$ cat config.mk
export PLATFORM = sky130hd
export DESIGN_NAME = spi_sniff_sched
export DESIGN_NICKNAME = d
export VERILOG_FILES = /design/src/rtl/spi_sniff_sched.sv
export SDC_FILE = /design/constraint.sdc
export NUM_CORES = 1
export LEC_CHECK = 0
export ABC_AREA = 1
export BUFFER_PORTS_ARGS = -buffer_cell sky130_fd_sc_hd__buf_4
export CAP_MARGIN = 0
export CORE_ASPECT_RATIO = 1.1
export CORE_MARGIN = 3
export CORE_UTILIZATION = 41
export CTS_CLUSTER_DIAMETER = 200
export CTS_CLUSTER_SIZE = 20
export DETAILED_ROUTE_END_ITERATION = 8
export PLACE_DENSITY = 0.75
export SLEW_MARGIN = 30
export SYNTH_ARGS = -nofsm -noshare
export SYNTH_HDL_FRONTEND = slang
export SYNTH_SLANG_ARGS = --single-unit
$ cat constraint.sdc
create_clock -name clk -period 1.7 [get_ports clk]
set_input_delay 0.085 -clock clk [delete_from_list [all_inputs] [get_ports clk]]
set_output_delay 0.085 -clock clk [all_outputs]
set_load 0.05 [all_outputs]
$ cat src/rtl/spi_sniff_sched.sv
// spi_sniff_sched: round-robin scheduler sharing one SPI sniffer decoder; SPI_SNIFF_TMO_EN adds a WAIT timeout with decoder flush
module spi_sniff_sched #(
    parameter int N_REQ = 4,
    parameter int ID_W  = $clog2(N_REQ),
    parameter int TMO_W = 16
) (
    input  logic               clk,
    input  logic               rst_n,
    input  logic [N_REQ-1:0]   req,
    input  logic [8*N_REQ-1:0] req_cmd,
    input  logic [TMO_W-1:0]   timeout_cycles,
    output logic               dec_start,
    output logic [7:0]         dec_cmd,
    output logic               dec_flush,
    input  logic               dec_ready,
    input  logic [7:0]         dec_data,
    output logic               rsp_valid,
    output logic [ID_W-1:0]    rsp_id,
    output logic [7:0]         rsp_data,
    output logic               rsp_timeout,
    output logic               busy
);
    typedef enum logic [2:0] {IDLE, START, WAIT, RESP, FLUSH} state_t;
    state_t state, state_n;
    logic [ID_W-1:0] last_grant, gnt_n, idx;
    logic [N_REQ-1:0][7:0] cmds;
    logic tmo_hit;

    assign cmds = req_cmd;

    // pick the first requesting index above last_grant, wrapping; walking down keeps the nearest one
    always_comb begin
        gnt_n = last_grant;
        idx = last_grant;
        for (int i = N_REQ; i >= 1; i--) begin
            idx = ID_W'((int'(last_grant) + i) % N_REQ);
            if (req[idx]) gnt_n = idx;
        end
    end

    // next-state logic
    always_comb begin
        state_n = state;
        case (state)
            IDLE:    state_n = |req ? START : IDLE;
            START:   state_n = WAIT;
            WAIT:    state_n = dec_ready ? RESP : tmo_hit ? FLUSH : WAIT;
            default: state_n = IDLE;
        endcase
    end

    // state register
    always_ff @(posedge clk or negedge rst_n) begin
        if (!rst_n) state <= IDLE;
        else        state <= state_n;
    end

    // registered outputs decoded from the upcoming state, plus grant/data capture
    always_ff @(posedge clk or negedge rst_n) begin
        if (!rst_n) begin
            dec_start  <= 1'b0;
            rsp_valid  <= 1'b0;
            busy       <= 1'b0;
            dec_cmd    <= '0;
            rsp_id     <= '0;
            rsp_data   <= '0;
            last_grant <= ID_W'(N_REQ - 1);
        end else begin
            dec_start <= state_n == START;
            rsp_valid <= state_n == RESP || state_n == FLUSH;
            busy      <= state_n != IDLE;
            if (state == IDLE && |req) begin
                rsp_id  <= gnt_n;
                dec_cmd <= cmds[gnt_n];
            end
            if (state == WAIT && dec_ready) rsp_data <= dec_data;
            else if (state_n == FLUSH)      rsp_data <= '0;
            if (state == RESP || state == FLUSH) last_grant <= rsp_id;
        end
    end

`ifdef SPI_SNIFF_TMO_EN
    logic [TMO_W-1:0] tmo_cnt;
    assign tmo_hit = state == WAIT && tmo_cnt == TMO_W'(1);

    // WAIT budget: loaded on entry, hits on the last allowed WAIT cycle; a zero load never hits
    always_ff @(posedge clk or negedge rst_n) begin
        if (!rst_n) begin
            tmo_cnt     <= '0;
            dec_flush   <= 1'b0;
            rsp_timeout <= 1'b0;
        end else begin
            if (state == START)                     tmo_cnt <= timeout_cycles;
            else if (state == WAIT && tmo_cnt != 0) tmo_cnt <= tmo_cnt - 1'b1;
            dec_flush   <= state_n == FLUSH;
            rsp_timeout <= state_n == FLUSH;
        end
    end
`else
    logic unused_tmo;
    assign unused_tmo  = ^timeout_cycles;
    assign tmo_hit     = 1'b0;
    assign dec_flush   = 1'b0;
    assign rsp_timeout = 1'b0;
`endif
endmodule

Word level (Yosys, flattened, before mapping). Index checks and enable logic that the tools add are counted.

Register bits after elaboration: 26. Input bits: 63. Output and inout port bits: 23. Word-level logic and storage cells: 51.

Add/subtract/negate cells: 4. Magnitude comparators: 5. Equality and inequality tests: 7. Muxes and demuxes: 19. Reduce and logical (&&, ||, !) cells: 8.

Operator list (number): 2-to-1 mux 8 bit (3); binary-select mux 8 bit (select 2 bit) (1); < comparator 2 x 3 -> 1 bit (second input constant) (5); equality test 3 x 2 -> 1 bit (second input constant) (3); binary-select mux 1 bit (select 2 bit) (4); 2-to-1 mux 2 bit (4); equality test 3 x 1 -> 1 bit (second input constant) (2); equality test 3 bit (second input constant) (2); 2-to-1 mux 1 bit (6); one-hot mux 2 bit (3 select lines) (1); adder 2 x 1 -> 2 bit (second input constant) (2); adder 2 bit (second input constant) (2); OR reduction 4 bit (1); zero test 3 bit (1); nonzero test 3 bit (1); logical AND 1 bit (2); logical OR 1 bit (2); nonzero test 2 bit (1).

Depth between registers and ports, before layout. Gate-level depths: netlist (run 1).

Word-level depth: 9. Mapped depth: 17. Depth with buffers taken out: 15.

Worst setup path before layout (run 1). OpenSTA, ideal clock, no wires.

Path kind: reg2reg. Start: register last_grant[0]. End: register dec_cmd[2]. Setup time: 118 ps. Arrival time: 1594 ps. Required time: 1582 ps. Slack: -12 ps. Stages on the path, launching flop included: 16. Path buffers: 2. Clock period less this slack: 1712 ps. Cells stage by stage: dfstp_2 buf_6 inv_8 nand2_2 nand2_2 nand2_1 nand2_2 clkinv_4 nand3_4 nand2_8 buf_6 nand2_2 nand3_1 nand2_1 nand2_1 nand2_1.

Cells in the longest elaborated chain, start to end: 9. Elaborated cells between the ends (all ways): 18.

Ends and longest elaborated chain: from (decl) (RTL line 25) `logic [ID_W-1:0] last_grant, gnt_n, idx;`; from (signal assigned) (RTL line 67) `last_grant <= ID_W'(N_REQ - 1);`; from (signal assigned) (RTL line 78) `if (state == RESP || state == FLUSH) last_grant <= rsp_id;`; adder 2 x 1 -> 2 bit (RTL line 36) `idx = ID_W'((int'(last_grant) + i) % N_REQ);`; binary-select mux 1 bit (select 2 bit) (RTL line 37) `if (req[idx]) gnt_n = idx;`; 2-to-1 mux 1 bit (not written as such) (RTL line 37); 2-to-1 mux 2 bit (3 in series) (RTL line 37); 2-to-1 mux 2 bit * (RTL line 37); binary-select mux 8 bit (select 2 bit) * (RTL line 74) `dec_cmd <= cmds[gnt_n];`; 2-to-1 mux 8 bit (not written as such) * (RTL line 74); to (signal assigned) (RTL line 74); to (decl) (RTL line 13) `output logic [7:0] dec_cmd,`.

Every way passes the cells marked *; elsewhere a longest branch is shown, timed or not. The select of a mux whose other input is x is not followed. A chain may end at the register's enable or synchronous reset.

Final worst setup path (run 1).
Start: register last_grant[0]. End: register dec_cmd[1].

The elaborated chain is that of the path after synthesis.

==> results.sh, run 1 <==
export IMPL_status="finished with violations"
export IMPL_violations="setup timing"
export IMPL_crit_path_max_fanout=8
export IMPL_overflow=0
export IMPL_final_fill_count=348
export IMPL_total_die_area_um2=4830
export IMPL_start_util=0.438
export IMPL_hp_class="input pin to flop"
export IMPL_synthToLayoutAreaGrowth_pct=47.8
export IMPL_layout_nets=364
export IMPL_wl_per_cell_um=11.7
export IMPL_instances_no_fill=346
export IMPL_static_leakage_power_nw=1.39
export IMPL_reg2regPathDepth=13
export IMPL_placement_io_buffers=67
export IMPL_worstSetupEndpointType="flop"
export IMPL_max_cap_violations=0
export IMPL_number_of_cells_on_the_worst_hold_path=2
export IMPL_clk_root_buffer_cell="clkbuf_8"
export IMPL_standard_cell_row_count=23
export IMPL_antenna_violations_before_repair=0
export IMPL_cpLargestDelayFamily="simple AND/OR/NAND/NOR gates"
export IMPL_avgSynthCellArea_um2=7.65
export IMPL_dr_pass1_iters=4
export IMPL_start_kind="flop"
export IMPL_hold_viol=0
export IMPL_report_final_setup_viol=9
export IMPL_irDropWorstVdd_uv=1220
export IMPL_power_density_nw_per_um2=2320
export IMPL_holdWs_ns=0.0417
export IMPL_crit_path_top_delay_cell="dfstp_2"
export IMPL_width_of_the_die_um=66.5
export IMPL_worst_path_buf_inv=3
export IMPL_via_count_of_the_first_global_routing_pass=1498
export IMPL_avgViaCountPerCell=4.52
export IMPL_ys_warn_count=0
export IMPL_clk_transition_reported_paths_ns=0.08
export IMPL_setup_repair_after_global_routing_missed_its_margin="yes"
export IMPL_max_slew_worst_pin_slew_ns=0.832
export IMPL_final_period_utilization=1.14
export IMPL_grt_max_degree=26
export IMPL_crit_top_cell="nand2_1"
export IMPL_worst_endpoint_arrival_ns=2.15
export IMPL_clock_latency_ns=0.27
export IMPL_via_count=1563
export IMPL_critical_path_depth=13
export IMPL_gp_routability_congestion=0.819
export IMPL_cts_htree_levels=1
export IMPL_count_of_distinct_cell_types_in_the_synthesized_netlist=24
export IMPL_route_final_wire_length_um=4050
export IMPL_finalWorstSetupSlack_ns=-0.240
export IMPL_tritoncts="built"
export IMPL_synth_sequential_area_ratio=0.380
export IMPL_maxSlewHeadroom=0.440
export IMPL_grt_total_usage=0.166
export IMPL_clkSinkCount=25
export IMPL_antenna_cells=0
export IMPL_grt_first_pass_wirelength_um=6270
export IMPL_timing_fmax_mhz=515
export IMPL_drt_drc_violations_left=0
export IMPL_clock_skew_ns=0.00276
export IMPL_postRouteAntennaNets=0
export IMPL_place_detailed_instances=338
export IMPL_slew_violations=0
export IMPL_die_y_um=72.6
export IMPL_hpwl_um=3010
export IMPL_crit_type="flop to flop"
export IMPL_drt_iter0_markers=82
export IMPL_cp_slowest_stage_delay_ns=0.67
export IMPL_worst_ep_required_time_ns=1.91
export IMPL_numCtsBuffers=3
export IMPL_ys_seq_elements=25
export IMPL_timing_critical_path_cells="inv_8 > nand2_2 > nand3_2 > nand2_2 > inv_2 > nand2_4 > nand3_4 > clkbuf_16 > nand3_1 > nand3_1 > nand2_1 > nand2_1 > nand2_1"
export IMPL_synthCells=216
export IMPL_boundaryPins=86
export IMPL_fin_setup_tns_ns=-1.59
export IMPL_fraction_of_final_layout_cells_with_drive_strength_greater_than_1=0.470
export IMPL_post_route_min_period_ns=1.94
export IMPL_area_of_the_mapped_netlist_um2=1650
export IMPL_core_region_area_um2=3770
export IMPL_clock_tree_buffer_depth=2
logic make-up (layout without fill, tap and decap cells):
kind of cell | Yosys count | in the layout | share of synthesized area
AOI/OAI and AO/OA | 7 | 7 | 0.0295
adders and majority gates | 4 | 4 | 0.0303
buffers and inverters | 49 | 127 | 0.138
DFF | 25 | 25 | 0.380
muxes | 8 | 8 | 0.0545
other | 1 | 2 | 0.00227
and+or+nand+nor | 122 | 123 | 0.365
synthesized netlist by cell type:
cell / n / area (um^2)
nand2_8: 1 / 20.0
inv_8: 1 / 11.3
mux2_2: 8 / 90.1
dfstp_2: 2 / 52.6
o41ai_2: 1 / 16.3
nand2_4: 4 / 45.0
nand2_2: 17 / 106
a21oi_1: 1 / 5.00
nor2_1: 4 / 15.0
o21ai_0: 4 / 20.0
inv_1: 36 / 135
ha_1: 4 / 50.1
buf_2: 1 / 5.00
inv_2: 4 / 15.0
buf_4: 4 / 30.0
clkinv_4: 1 / 8.76
o211ai_1: 1 / 7.51
nand2_1: 62 / 233
conb_1: 1 / 3.75
buf_6: 2 / 22.5
nand3_1: 32 / 160
nand3_4: 1 / 17.5
dfrtp_1: 23 / 576
or2_1: 1 / 6.26
flip-flops by register name, summed over array words and instances (netlist names):
| register | count |
|---|---|
| last_grant | 2 |
| busy | 1 |
| rsp_data | 8 |
| state | 2 |
| rsp_valid | 1 |
| dec_start | 1 |
| dec_cmd | 8 |
| rsp_id | 2 |
stage by stage:
stage / setup WS [ns] / total power [W] / area, um^2 / util
6_report: -0.240 / 0.00567 / 2440 / 0.648
4_1_cts: -0.155 / 0.00539 / 2350 / 0.623
3_3_place_gp: -0.129 / 0.00488 / 2270 / 0.602
5_1_grt: -0.348 / 0.00611 / 2440 / 0.648
3_5_place_dp: -0.167 / 0.00493 / 2270 / 0.602
2_1_floorplan: -0.0121 / 0.00385 / 1660 / -
layout make-up:
| class | instances | area, um^2 | share of cell area |
|---|---|---|---|
| Timing Repair Buffer | 81 | 653 | 0.268 |
| Inverter | 42 | 173 | 0.0707 |
| Tap cell | 50 | 62.6 | 0.0256 |
| Clock buffer | 3 | 41.3 | 0.0169 |
| Clock inverter | 1 | 5.00 | 0.00205 |
| Sequential cell | 25 | 628 | 0.257 |
| Multi-Input combinational cell | 144 | 878 | 0.360 |
worst register-to-register path: stages (launching register included):
cell       delay, ns
dfstp_2         0.67
inv_8           0.08
nand2_2         0.08
nand3_2         0.08
nand2_2         0.09
inv_2           0.04
nand2_4         0.08
nand3_4         0.18
clkbuf_16       0.22
nand3_1         0.07
nand3_1         0.09
nand2_1         0.10
nand2_1         0.05
nand2_1         0.05
repair_timing:
item | in CTS | in global routing
resized for setup | 1 | 16
endpoints found under the hold margin | 25 | 0
hold buffers | 1 | 0
endpoints found under the setup margin | 8 | 9
gates cloned | 1 | 1
buffers inserted | 0 | 1
pin swaps | 3 | 11
report_power, final:
part           total, W  internal (W)  switching, W
clock          0.000338      0.000164      0.000174
sequential      0.00112      0.000911      0.000206
combinational   0.00422       0.00158       0.00264
cells in the final DEF, fill, tap and decap left out:
cell / synthesis / final
dfrtp_1: 23 / 23
inv_2: 4 / 3
clkinv_4: 1 / 1
dfstp_2: 2 / 2
buf_12: 0 / 2
ha_1: 4 / 4
clkbuf_8: 0 / 3
nand2_8: 1 / 3
nand3_2: 0 / 6
o41ai_2: 1 / 1
inv_8: 1 / 1
mux2_2: 8 / 8
conb_1: 1 / 2
o21ai_0: 4 / 4
a21oi_1: 1 / 1
nor2_1: 4 / 4
inv_1: 36 / 36
nand3_1: 32 / 26
buf_4: 4 / 77
o211ai_1: 1 / 1
dlygate4sd3_1: 0 / 1
nand3_4: 1 / 1
clkinv_2: 0 / 1
inv_4: 0 / 1
clkbuf_16: 0 / 1
or2_1: 1 / 1
nand2_1: 62 / 54
nand2_4: 4 / 3
nand2_2: 17 / 25
final timing paths:
| check | to | slack (ns) | start |
|---|---|---|---|
| setup / recovery | dec_cmd[1] | -0.24 | last_grant[0] |
| min in group asynchronous | rsp_data[3] | 0.24 | rst_n |
| max in group asynchronous | last_grant[0] | 1.17 | rst_n |
| setup reg to reg | dec_cmd[1] | -0.24 | last_grant[0] |
| hold reg to reg | dec_cmd[7] | 0.49 | dec_cmd[7] |
| hold / removal | rsp_data[2] | 0.04 | dec_data[2] |
layer usage:
| layer | share of wire | track usage | vias to the layer above |
|---|---|---|---|
| met3 | 0.078 | 0.0372 | 7 |
| li1 | - | - | 813 |
| met5 | 0 | 0 | - |
| met2 | 0.48 | 0.269 | 54 |
| met4 | 0.017 | 0.0677 | 0 |
| met1 | 0.43 | 0.214 | 689 |
Note: power is estimated with default switching activity, not from simulation.
==> run 2: changes to the inputs <==
- CELL_PAD_IN_SITES_DETAIL_PLACEMENT: not set -> 0
- CELL_PAD_IN_SITES_GLOBAL_PLACEMENT: not set -> 2
- CORE_UTILIZATION: 41 -> 21
- PLACE_DENSITY: 0.75 -> 0.73
==> run 2 against run 1 <==
Compared with the run above:
- the flow still finishes with violations (setup timing)
- routed wire length grew 7.5%
- via count shrank 2.4%
- clock power is essentially flat
- power shrank 1.9%
- die area grew 86%
- cell count grew 16%
- global-route usage shrank 6.9 points
- register-to-register slack gained 0.07 ns
- combinational power shrank 3%
==> results.sh, run 2 (same netlist as run 1, synthesis figures left out) <==
export IMPL_violations="setup timing"
export IMPL_comb_power_share=0.739
export IMPL_hpwl_um=3450
export IMPL_clkSinkCount=25
export IMPL_fraction_of_final_layout_cells_with_drive_strength_greater_than_1=0.449
export IMPL_hold_viol=0
export IMPL_clk_transition_reported_paths_ns=0.08
export IMPL_final_common_cell="buf_4"
export IMPL_worst_endpoint_arrival_ns=2.03
export IMPL_p_total_w=0.00556
export IMPL_p_switching_w=0.00295
export IMPL_route_final_wire_length_um=4350
export IMPL_worstSetupEndpointType="flop"
export IMPL_drt_iter0_markers=48
export IMPL_post_route_min_period_ns=1.87
export IMPL_numCtsBuffers=3
export IMPL_die_y_um=99.0
export IMPL_antenna_violations_before_repair=0
export IMPL_power_density_nw_per_um2=2240
export IMPL_gp_routability_congestion=0.747
export IMPL_width_of_the_die_um=90.6
export IMPL_placement_setup_worst_slack_ns=-0.136
export IMPL_finish_instance_area_um2=2480
export IMPL_internal_power_w=0.00261
export IMPL_share_of_total_power_in_sequential_cells=0.200
export IMPL_boundaryPins=86
export IMPL_max_cap_violations=0
export IMPL_core_region_area_um2=7560
export IMPL_wl_per_cell_um=10.9
export IMPL_avgViaCountPerCell=3.80
export IMPL_total_die_area_um2=8970
export IMPL_grt_max_degree=26
export IMPL_start_util=0.219
export IMPL_grt_total_usage=0.0976
export IMPL_irDropWorstVdd_uv=856
export IMPL_via_count_of_the_first_global_routing_pass=1573
export IMPL_worst_ep_required_time_ns=1.86
export IMPL_static_leakage_power_nw=1.38
export IMPL_overflow=0
export IMPL_dr_pass1_iters=4
export IMPL_final_period_utilization=1.10
export IMPL_detailed_place_area_um2=2330
export IMPL_grt_first_pass_wirelength_um=7250
export IMPL_clockPowerShare=0.061
export IMPL_finalWorstSetupSlack_ns=-0.173
export IMPL_placement_io_buffers=67
export IMPL_clock_latency_ns=0.26
export IMPL_power_switching_share=0.531
export IMPL_tritoncts="built"
export IMPL_mostFrequentLayoutCells="77 x buf_4, 59 x nand2_1, 36 x inv_1, 27 x nand3_1, 23 x dfrtp_1"
export IMPL_drt_drc_violations_left=0
export IMPL_start_kind="flop"
export IMPL_synthToLayoutAreaGrowth_pct=50.2
export IMPL_clock_tree_buffer_depth=2
export IMPL_largestRegisters="dec_cmd (8), rsp_data (8)"
export IMPL_crit_path_max_fanout=8
export IMPL_hp_class="input pin to flop"
export IMPL_slew_violations=0
export IMPL_crit_type="flop to flop"
export IMPL_via_count=1525
export IMPL_timing_fmax_mhz=534
export IMPL_report_final_setup_viol=8
export IMPL_layout_nets=364
export IMPL_standard_cell_row_count=33
export IMPL_setup_repair_after_global_routing_missed_its_margin="yes"
export IMPL_status="finished with violations"
export IMPL_clock_skew_ns=0.00303
export IMPL_postRouteAntennaNets=0
export IMPL_cts_htree_levels=1
export IMPL_clk_root_buffer_cell="clkbuf_8"
export IMPL_antenna_cells=0
-- run 2: cell count changes in the layout (fill, tap and decap cells not counted) --
cell     before  now
nand2_8       3    2
nand3_1      26   27
inv_4         1    0
nand2_1      54   59
inv_2         3    4
nand2_2      25   20
nand3_2       6    5
nand2_4       3    4
-- run 2: worst paths after layout --
check / startpoint / end / slack [ns] / cells past startpoint
hold / removal: dec_data[1] / rsp_data[1] / 0.05 / 2
hold reg to reg: dec_cmd[7] / dec_cmd[7] / 0.49 / 2
setup reg to reg: last_grant[0] / dec_cmd[7] / -0.17 / 14
min in group asynchronous: rst_n / rsp_data[0] / 0.25 / 2
max in group asynchronous: rst_n / last_grant[1] / 1.16 / 2
setup / recovery: last_grant[0] / dec_cmd[7] / -0.17 / 14
-- run 2: stage by stage --
| stage | utilization | hold WS, ns | cells | TNS, ns |
|---|---|---|---|---|
| after global routing | 0.328 | 0.0271 | 401 | -2.54 |
| after global placement | 0.309 | 0.0140 | 392 | -0.686 |
| after floorplan | - | -0.211 | 217 | -0.0833 |
| after detailed placement | 0.309 | 0.0111 | 392 | -0.780 |
| final | 0.328 | 0.0496 | 401 | -1.21 |
| after CTS | 0.319 | 0.0403 | 398 | -1.02 |
-- run 2: layer usage --
metal  up-vias  track usage  part of all wire
met3         2       0.0153             0.048
met5         -            0                 0
met1       675        0.128              0.44
met4         0       0.0247            0.0055
li1        812            -                 -
met2        36        0.168              0.51
-- run 2: cell type report --
cell class | count | area (um^2)
fill | 829 | 5070
multi-input combinational | 144 | 852
timing repair buffer | 81 | 653
sequential | 25 | 628
inverter | 42 | 170
tap | 105 | 131
clock buffer | 3 | 41.3
clock inverter | 1 | 5.00
-- run 2: repair_timing --
item | in CTS | in global routing
pin swaps | 2 | 8
hold buffers | 1 | 0
hold endpoints to repair | 25 | 0
buffers inserted | 0 | 2
resized for setup | 1 | 8
gates cloned | 1 | 1
endpoints found under the setup margin | 8 | 9
-- run 2: critical path, stage by stage, from the launching register on --
cell       delay [ns]
dfstp_2          0.66
inv_8            0.07
nand2_2          0.05
nand2_1          0.05
nand2_1          0.07
nand2_1          0.07
inv_2            0.06
nand2_4          0.06
nand3_4          0.16
clkbuf_16        0.18
nand3_1          0.07
nand3_1          0.09
nand2_1          0.07
nand2_1          0.06
nand2_1          0.05
-- run 2: power by group through the flow --
stage	clock network (W)	logic (W)	registers [W]
6_report	0.000339	0.00411	0.00111
2_1_floorplan	0	0.00194	0.00190
3_3_place_gp	0	0.00384	0.00113
3_5_place_dp	0	0.00383	0.00114
5_1_grt	0.000402	0.00450	0.00116
4_1_cts	0.000363	0.00392	0.00113
==> run 3: changes to the inputs <==
- PLACE_DENSITY: 0.73 -> 0.79
- SETUP_SLACK_MARGIN: not set -> 0.4
==> run 3 against run 2 <==
Compared with the run above:
- the flow still finishes with violations (setup timing)
- register-to-register slack about the same
- routed wire length up 5.4%
- first-iteration DRC count down 42%
- die area unchanged
- hold slack worse by 0.0075 ns
- flip-flop and latch count unchanged
- global-route usage up 0.25 points
- critical path depth unchanged
- sequential power about the same
- setup slack better by 0.013 ns
==> results.sh, run 3 (same netlist as run 1, synthesis figures left out) <==
export IMPL_status="finished with violations"
export IMPL_violations="setup timing"
export IMPL_drt_iter0_markers=28
export IMPL_clkSinkCount=25
export IMPL_clock_latency_ns=0.27
export IMPL_timing_fmax_mhz=538
export IMPL_hp_class="input pin to flop"
export IMPL_clk_root_buffer_cell="clkbuf_8"
export IMPL_crit_path_max_fanout=8
export IMPL_final_fill_count=809
export IMPL_route_final_wire_length_um=4590
export IMPL_detailed_place_area_um2=2330
export IMPL_worstSetupEndpointType="flop"
export IMPL_multi_input_comb_area_um2=1040
export IMPL_instances_no_fill=409
export IMPL_fraction_of_final_layout_cells_with_drive_strength_greater_than_1=0.576
export IMPL_power_density_nw_per_um2=2290
export IMPL_via_count_of_the_first_global_routing_pass=1682
export IMPL_tritoncts="built"
export IMPL_slew_violations=0
export IMPL_number_of_cells_on_the_worst_hold_path=2
export IMPL_place_detailed_instances=392
export IMPL_clk_transition_reported_paths_ns=0.09
export IMPL_wl_per_cell_um=11.2
export IMPL_grt_max_degree=26
export IMPL_finalWorstSetupSlack_ns=-0.160
export IMPL_core_region_area_um2=7560
export IMPL_final_period_utilization=1.09
export IMPL_static_leakage_power_nw=1.48
export IMPL_layout_area_seq_um2=628
export IMPL_finish_instance_area_um2=2750
export IMPL_mostFrequentLayoutCells="81 x buf_4, 52 x nand2_1, 33 x inv_1, 26 x nand2_2"
export IMPL_worst_endpoint_arrival_ns=2.02
export IMPL_total_die_area_um2=8970
export IMPL_report_final_setup_viol=9
export IMPL_placement_io_buffers=67
export IMPL_hold_viol=0
export IMPL_synthToLayoutAreaGrowth_pct=66.2
export IMPL_standard_cell_row_count=33
export IMPL_dr_pass1_iters=4
export IMPL_clock_skew_ns=0.00401
export IMPL_overflow=0
export IMPL_reg2regPathDepth=14
export IMPL_detailroute_wirelength_met2_um=2230
export IMPL_post_route_min_period_ns=1.86
export IMPL_hpwl_um=3510
export IMPL_final_common_cell="buf_4"
export IMPL_via_count=1589
export IMPL_maxUsedRoutingLayer="met4"
export IMPL_max_cap_violations=0
export IMPL_met3_length_um=369
export IMPL_boundaryPins=86
export IMPL_postRouteAntennaNets=0
export IMPL_drt_drc_violations_left=0
export IMPL_gp_routability_congestion=0.756
export IMPL_irDropWorstVdd_uv=1040
export IMPL_start_util=0.219
export IMPL_drt_met1_wl_um=1970
export IMPL_numCtsBuffers=3
export IMPL_crit_type="flop to flop"
export IMPL_p_total_w=0.00629
export IMPL_width_of_the_die_um=90.6
export IMPL_die_y_um=99.0
export IMPL_antenna_cells=0
export IMPL_layout_nets=372
export IMPL_start_kind="flop"
export IMPL_clock_tree_buffer_depth=2
export IMPL_cts_htree_levels=1
export IMPL_avgViaCountPerCell=3.89
export IMPL_grt_total_usage=0.100
export IMPL_grt_first_pass_wirelength_um=7490
export IMPL_largestRegisters="dec_cmd (8), rsp_data (8)"
export IMPL_worst_ep_required_time_ns=1.86
export IMPL_antenna_violations_before_repair=0
export IMPL_setup_repair_after_global_routing_missed_its_margin="yes"
[run 3: metrics by stage]
step / hold WS [ns] / setup slack, ns / utilization / TNS (ns)
floorplan: -0.211 / -0.0121 / - / -0.0833
global placement: 0.00978 / -0.0819 / 0.309 / -0.538
detailed placement: 0.0102 / -0.129 / 0.309 / -0.671
CTS: 0.0334 / -0.137 / 0.333 / -1.04
global route: 0.0247 / -0.273 / 0.363 / -2.24
finish: 0.0421 / -0.160 / 0.363 / -1.11
[run 3: power breakdown]
part | switching (W) | internal [W] | total (W)
registers | 0.000198 | 0.000910 | 0.00111
clock network | 0.000187 | 0.000164 | 0.000351
logic | 0.00290 | 0.00192 | 0.00483
[run 3: final cells by class]
type	count	area share
repair buffers	87	0.262
flip-flops and latches	25	0.229
multi-input cells	145	0.379
repair inverters	1	0.00273
well taps	105	0.0479
inverters	42	0.0629
clock inverters	1	0.00182
clock buffers	3	0.0150
[run 3: final timing paths]
check / slack [ns] / endpoint / start
min: 0.04 / rsp_data[4] / dec_data[4]
max reg2reg: -0.16 / dec_cmd[6] / last_grant[0]
min reg2reg: 0.48 / dec_cmd[3] / dec_cmd[3]
min in group asynchronous: 0.26 / rsp_data[3] / rst_n
max: -0.16 / dec_cmd[6] / last_grant[0]
max in group asynchronous: 1.15 / last_grant[0] / rst_n
[run 3: metal layers]
metal  up-vias  GRT usage
met1       708      0.125
li1        834          -
met4         0     0.0212
met2        45      0.170
met3         2     0.0313
met5         -          0
[run 3: critical path, cell delays in order (launching register included)]
cell       delay (ns)
dfstp_2          0.66
inv_8            0.07
nand2_2          0.05
nand2_1          0.04
nand2_1          0.07
nand2_1          0.07
inv_2            0.06
nand2_4          0.06
nand3_4          0.15
clkbuf_16        0.20
nand3_2          0.08
nand3_2          0.06
nand2_2          0.06
nand2_1          0.06
nand2_1          0.05
[run 3: repair_timing]
item | in CTS | in global routing
endpoints found under the setup margin | 22 | 16
hold endpoints to repair | 25 | 0
hold buffers | 1 | 0
pin swaps | 4 | 37
gates resized for setup | 14 | 41
setup buffers | 6 | 2
cloned | 2 | 2
